--- src/rtl/vgpr_arb_pkg.sv ---
// Shared types and constants for the VGPR write-port arbiter.
// The optional starvation override is enabled by VGPR_WR_ARB_STARVE_EN.
package vgpr_arb_pkg;

    localparam int NUM_PORTS = 9;
    localparam int SEL_W     = 16;
    localparam int LEN_W     = 2;
    localparam int MAX_WAIT  = 15;
    localparam int PTR_W     = 4;

    typedef enum logic {
        IDLE  = 1'b0,
        GRANT = 1'b1
    } arb_state_t;

    // Reduce a sum of two port indices (each 0..8) back into 0..8.
    function automatic logic [PTR_W-1:0] wrap_idx(input logic [PTR_W:0] sum);
        if (sum >= (PTR_W+1)'(NUM_PORTS))
            return PTR_W'(sum - (PTR_W+1)'(NUM_PORTS));
        return sum[PTR_W-1:0];
    endfunction

endpackage

--- src/rtl/vgpr_wr_port_arbiter_rr_pick9.sv ---
// Combinational round-robin picker: first set request scanning from ptr
// upwards, wrapping after port 8.
module rr_pick9
    import vgpr_arb_pkg::*;
(
    input  logic [NUM_PORTS-1:0] req,
    input  logic [PTR_W-1:0]     ptr,
    output logic [NUM_PORTS-1:0] winner_oh,
    output logic [PTR_W-1:0]     winner_idx,
    output logic                 valid
);

    logic [PTR_W-1:0]     ptr_safe;
    logic [NUM_PORTS-1:0] req_rot;
    logic [PTR_W-1:0]     offset;

    // Pointer values 9..15 never occur; fold them to 0 so indexing stays in range.
    assign ptr_safe = (ptr >= PTR_W'(NUM_PORTS)) ? '0 : ptr;

    generate
        for (genvar gi = 0; gi < NUM_PORTS; gi++) begin : g_rot
            assign req_rot[gi]   = req[wrap_idx({1'b0, ptr_safe} + (PTR_W+1)'(gi))];
            assign winner_oh[gi] = valid && (winner_idx == PTR_W'(gi));
        end
    endgenerate

    always_comb begin
        offset = '0;
        for (int k = NUM_PORTS - 1; k >= 0; k--) begin
            if (req_rot[k])
                offset = PTR_W'(k);
        end
    end

    assign valid      = |req;
    assign winner_idx = wrap_idx({1'b0, ptr_safe} + {1'b0, offset});

endmodule

--- src/rtl/vgpr_wr_port_arbiter.sv ---
// Round-robin burst arbiter for the shared VGPR write port (9 requesters).
// Define VGPR_WR_ARB_STARVE_EN to add per-port wait counters and starve_flag.
module vgpr_wr_port_arbiter
    import vgpr_arb_pkg::*;
(
    input  logic                       clk,
    input  logic                       rst,
    input  logic [NUM_PORTS-1:0]       port_req,
    input  logic [NUM_PORTS*LEN_W-1:0] port_len,
    output logic [NUM_PORTS-1:0]       port_gnt,
    output logic                       port_gnt_last,
    output logic [SEL_W-1:0]           wr_port_select,
    output logic                       arb_busy
`ifdef VGPR_WR_ARB_STARVE_EN
    ,
    output logic                       starve_flag
`endif
);

    arb_state_t           state_reg;
    logic [NUM_PORTS-1:0] gnt_reg;
    logic [PTR_W-1:0]     idx_reg;
    logic [LEN_W-1:0]     cnt_reg;
    logic [PTR_W-1:0]     rr_ptr_reg;

    logic                 arb_now;
    logic [PTR_W-1:0]     ptr_after_w;
    logic [PTR_W-1:0]     pick_ptr;
    logic [NUM_PORTS-1:0] rr_oh;
    logic [PTR_W-1:0]     rr_idx;
    logic                 rr_valid;
    logic [NUM_PORTS-1:0] win_oh;
    logic [PTR_W-1:0]     win_idx;
    logic                 win_valid;
    logic [LEN_W-1:0]     win_len;

    // Arbitrate when idle, or on the final beat so the next owner follows with no bubble.
    assign arb_now     = (state_reg == IDLE) || (cnt_reg == '0);
    assign ptr_after_w = wrap_idx({1'b0, idx_reg} + (PTR_W+1)'(1));
    // During a burst the current owner is scanned last, so it only wins again when alone.
    assign pick_ptr    = (state_reg == GRANT) ? ptr_after_w : rr_ptr_reg;

    rr_pick9 u_pick (
        .req        (port_req),
        .ptr        (pick_ptr),
        .winner_oh  (rr_oh),
        .winner_idx (rr_idx),
        .valid      (rr_valid)
    );

`ifdef VGPR_WR_ARB_STARVE_EN
    logic [NUM_PORTS-1:0] starve_vec;
    logic [PTR_W-1:0]     starve_idx;
    logic                 starve_override;
    logic                 starve_flag_reg;

    generate
        for (genvar gi = 0; gi < NUM_PORTS; gi++) begin : g_wait
            logic [3:0] wait_reg;

            always_ff @(posedge clk) begin
                if (rst)
                    wait_reg <= '0;
                else if (gnt_reg[gi])
                    wait_reg <= '0;
                else if (port_req[gi] && (wait_reg != 4'hF))
                    wait_reg <= wait_reg + 4'd1;
            end

            assign starve_vec[gi] = port_req[gi] && !gnt_reg[gi] && (wait_reg >= 4'(MAX_WAIT));
        end
    endgenerate

    always_comb begin
        starve_idx = '0;
        for (int k = NUM_PORTS - 1; k >= 0; k--) begin
            if (starve_vec[k])
                starve_idx = PTR_W'(k);
        end
    end

    // Flag only when the starvation rule actually changes the winner.
    assign starve_override = (|starve_vec) && (starve_idx != rr_idx);

    always_comb begin
        win_idx = rr_idx;
        win_oh  = rr_oh;
        if (|starve_vec) begin
            win_idx             = starve_idx;
            win_oh              = '0;
            win_oh[starve_idx]  = 1'b1;
        end
    end

    always_ff @(posedge clk) begin
        if (rst)
            starve_flag_reg <= 1'b0;
        else
            starve_flag_reg <= arb_now && starve_override;
    end

    assign starve_flag = starve_flag_reg;
`else
    assign win_idx = rr_idx;
    assign win_oh  = rr_oh;
`endif

    assign win_valid = rr_valid;
    assign win_len   = port_len[win_idx*LEN_W +: LEN_W];

    always_ff @(posedge clk) begin
        if (rst) begin
            state_reg  <= IDLE;
            gnt_reg    <= '0;
            idx_reg    <= '0;
            cnt_reg    <= '0;
            rr_ptr_reg <= '0;
        end else if (arb_now) begin
            if (state_reg == GRANT)
                rr_ptr_reg <= ptr_after_w;
            if (win_valid) begin
                state_reg <= GRANT;
                gnt_reg   <= win_oh;
                idx_reg   <= win_idx;
                cnt_reg   <= win_len;
            end else begin
                state_reg <= IDLE;
                gnt_reg   <= '0;
            end
        end else begin
            cnt_reg <= cnt_reg - LEN_W'(1);
        end
    end

    assign port_gnt       = gnt_reg;
    assign wr_port_select = {(SEL_W-NUM_PORTS)'(0), gnt_reg};
    assign arb_busy       = (state_reg == GRANT);
    assign port_gnt_last  = arb_busy && (cnt_reg == '0);

endmodule

--- config.mk ---
export PLATFORM = sky130hd
export DESIGN_NAME = vgpr_wr_port_arbiter
export DESIGN_NICKNAME = d
export VERILOG_FILES = /design/src/rtl/vgpr_arb_pkg.sv /design/src/rtl/vgpr_wr_port_arbiter_rr_pick9.sv /design/src/rtl/vgpr_wr_port_arbiter.sv
export SDC_FILE = /design/constraint.sdc
export NUM_CORES = 1
export LEC_CHECK = 0
export CORE_MARGIN = 1.5
export CORE_UTILIZATION = 50
export CTS_BUF_LIST = sky130_fd_sc_hd__clkbuf_4
export CTS_CLUSTER_DIAMETER = 150
export DETAILED_ROUTE_END_ITERATION = 8
export PLACE_DENSITY_LB_ADDON = 0.1
export SYNTH_ARGS = -nofsm -noshare
export SYNTH_HDL_FRONTEND = slang
export SYNTH_SLANG_ARGS = --single-unit
--- constraint.sdc ---
create_clock -name clk -period 8.7 [get_ports clk]
set_input_delay 0.87 -clock clk [delete_from_list [all_inputs] [get_ports clk]]
set_output_delay 0.87 -clock clk [all_outputs]
set_load 0.03 [all_outputs]
==> results.ini <==
[layout]
fin_util_pct = 58.1
antennaDiodeCount = 0
drive_gt1_share_pct = 11.4
syn_to_final_growth_pct = 13.0
final_nets = 699
largest_reg_flops = 9

[placement]
place_congestion = 1.03
port_buffers = 48
dp_hpwl_um = 11100

[route]
wl_per_cell_um = 20.1
wirelength_um = 15100
vias = 5067
drtAntennaViolNets = 0
drt-initial-drc-count = 482
drc_errors = 0
firstDrtPassIters = 6
vias_per_cell = 6.77

[yosys]
synthMuxAreaShare_pct = 10.4
synth_area_per_cell_um2 = 7.14
ys.flop_type = dfxtp_1
synth_simple_gate_area_share_pct = 24.0
yosys-top-cells-area = dfxtp_1 (9.0%), ha_1 (7.8%), mux2i_1 (5.8%), a21oi_1 (5.4%), nor2_1 (4.6%)
synth_edf_count = 0
synth_xor_area_share_pct = 3.34
yosysUniqueCellTypes = 86
synth_top_area_share_pct = 8.97
synth_area_leader_cell = dfxtp_1
synth_top_family_by_area = compound AO/OA/AOI/OAI gates
yosys_warnings = 0
yosysMostFrequentCell = nor2_1
synth_compound_area_share_pct = 35.4
synth_seq_cells = 20
syn_inst = 625
synth_common_cells = nor2_1 (55), nand2_1 (50), a21oi_1 (48)
syn_area_um2 = 4460
yosysSeqAreaShare_pct = 8.97
synthAdderAreaFrac_pct = 8.30
ys_async_sr_fraction_pct = 0

[floorplan]
core_um2 = 8680
fp-row-count = 34
num_io_pins = 56
dieHeight_um = 97.5
dieArea_um2 = 9500
initial_core_util_pct = 51.4
fp.dieW_um = 97.5

[setup_path]
end_kind = flip-flop
critical_path.max_fanout = 10
cpMostUsedCell = ha_1
critPathRequiredTime_ns = 8.87
cp-start-kind = flip-flop
critical_path_class = flip-flop to flip-flop
cp_slowest_cell = mux4_2
slowest_delay_ns = 0.51
critical_path_arrival_ns = 8.41

[clock_tree]
cts_max_path_buffers = 2
insertion_delay_ns = 0.30
cts.sinks = 20
clk_pin_slew_ns = 0.12
htree_num_levels = 1
root_buffer = clkbuf_4
numCtsBuffers = 3
cts_hold_buf = 0
cts_tree = yes

[global_routing]
grt_pass1_vias = 4682
grt_pass1_wl_um = 24300
grt_max_degree = 34
top_usage_layer = met2
overflow = 0
grt_use_met2_pct = 49.8
grt_util_met3_pct = 4.89
antenna_found_initial = 0
use_met1_pct = 41.2
grtUsageTotal_pct = 30.9

[timing]
setup_viol = 0
rsz0062_at_grt = false
fmax_mhz = 121
timing.final.crit_period_ns = 8.24
worstMarginPinSlew_ns = 0.781
maxSlewHeadroom_pct = 47.9
min_period_over_period_pct = 94.7
fin_setup_tns_ns = 0
final_hold_viol_count = 0
skew_ns = 0.00149
drv_slew = 0

[min_path]
hold_path_class = flip-flop to flip-flop

[outcome]
status = complete, no violations

[power_and_ir_drop]
power_mw = 2.04
p_leak_nw = 2.00
irDropWorstVdd_mv = 0.281
powerDensity_nw_per_um2 = 404
combPwrFrac_pct = 89.5
intPower_uw = 922
p_sw_mw = 1.11
pwr-share-seq_pct = 6.8
switching_share_pct = 54.7
clock_power_share_pct = 3.7

[flow_run]
maxCapViolCount = 0

[final cells by class]
class	instances	area, um^2
inverters	28	106
repair buffers	68	631
multi-input cells	520	3720
clock inverters	1	30.0
clock buffers	3	22.5
well taps	108	135
flip-flops and latches	20	402
fillers	832	3630
[per-stage QoR]
| step | instances | hold WS, ns | instance area (um^2) | setup WS (ns) |
|---|---|---|---|---|
| global placement | 744 | 0.486 | 4930 | 0.507 |
| CTS | 748 | 0.511 | 4980 | 0.113 |
| finish | 748 | 0.506 | 5040 | 0.461 |
| global route | 748 | 0.544 | 5040 | 0.0464 |
| floorplan | 631 | 0.459 | 4490 | 0.125 |
| detailed placement | 744 | 0.494 | 4930 | 0.198 |
[layer usage]
layer | vias up | routed length, um
li1 | 2373 | -
met1 | 2353 | 6240
met2 | 285 | 6860
met3 | 56 | 1410
met4 | 0 | 536
met5 | - | 0
[worst max-delay path, delay by kind of cell (launching register included)]
kind	cells	cell delay (ns)
buf+inv	2	0.27
fa+ha+maj	5	1.81
flops	1	0.45
simple gates	12	2.71
xor+xnor	3	0.56
mux	3	0.99
compound gates	7	1.30
[worst paths after layout]
| path | startpoint | to | slack (ns) | cells past startpoint |
|---|---|---|---|---|
| setup reg to reg | idx_reg[1] | cnt_reg[1] | 0.46 | 32 |
| hold / removal | rr_ptr_reg[0] | rr_ptr_reg[0] | 0.51 | 2 |
| hold reg to reg | rr_ptr_reg[0] | rr_ptr_reg[0] | 0.51 | 2 |
| setup / recovery | idx_reg[1] | cnt_reg[1] | 0.46 | 32 |
[cell families (layout without fill, tap and decap cells)]
kind of cell | Yosys count | in the layout
simple gates | 208 | 208
mux | 38 | 38
xor+xnor | 17 | 17
compound gates | 221 | 221
other cells | 1 | 7
fa+ha+maj | 29 | 29
flops | 20 | 20
buf+inv | 91 | 100
[cell usage in the layout, fill, tap and decap left out, types with 5 or more instances in the layout]
cell type and instances:
nand4_1 6, a211oi_1 14, nor2_1 55, nor3_1 14
o22ai_1 9, inv_1 25, clkdlybuf4s50_1 48, a21o_1 9
and3_1 5, buf_4 20, dfxtp_1 19, mux2i_1 26
a22oi_1 12, mux2_2 5, nand4b_1 5, xnor2_1 14
o21ai_0 28, conb_1 7, or3_1 8, a31oi_1 13
nand3_1 14, nand2_1 50, nand2b_1 10, a21oi_1 46
mux4_2 6, o31ai_1 9, ha_1 26, nor2b_1 6
o211ai_1 14
[power groups by stage]
stage	clock, mW	sequential [mW]	combinational (mW)
4_1_cts	0.0768	0.138	1.77
2_1_floorplan	0	0.133	1.35
5_1_grt	0.0806	0.143	1.99
6_report	0.0759	0.139	1.82
3_5_place_dp	0	0.140	1.76
3_3_place_gp	0	0.139	1.73
[repair_timing]
item	in CTS	in global routing
gates resized for setup	0	17
endpoints found under the hold margin	0	0
setup endpoints to repair	0	6
buffers inserted	0	0
No activity file was read; power rests on OpenSTA's default activity.
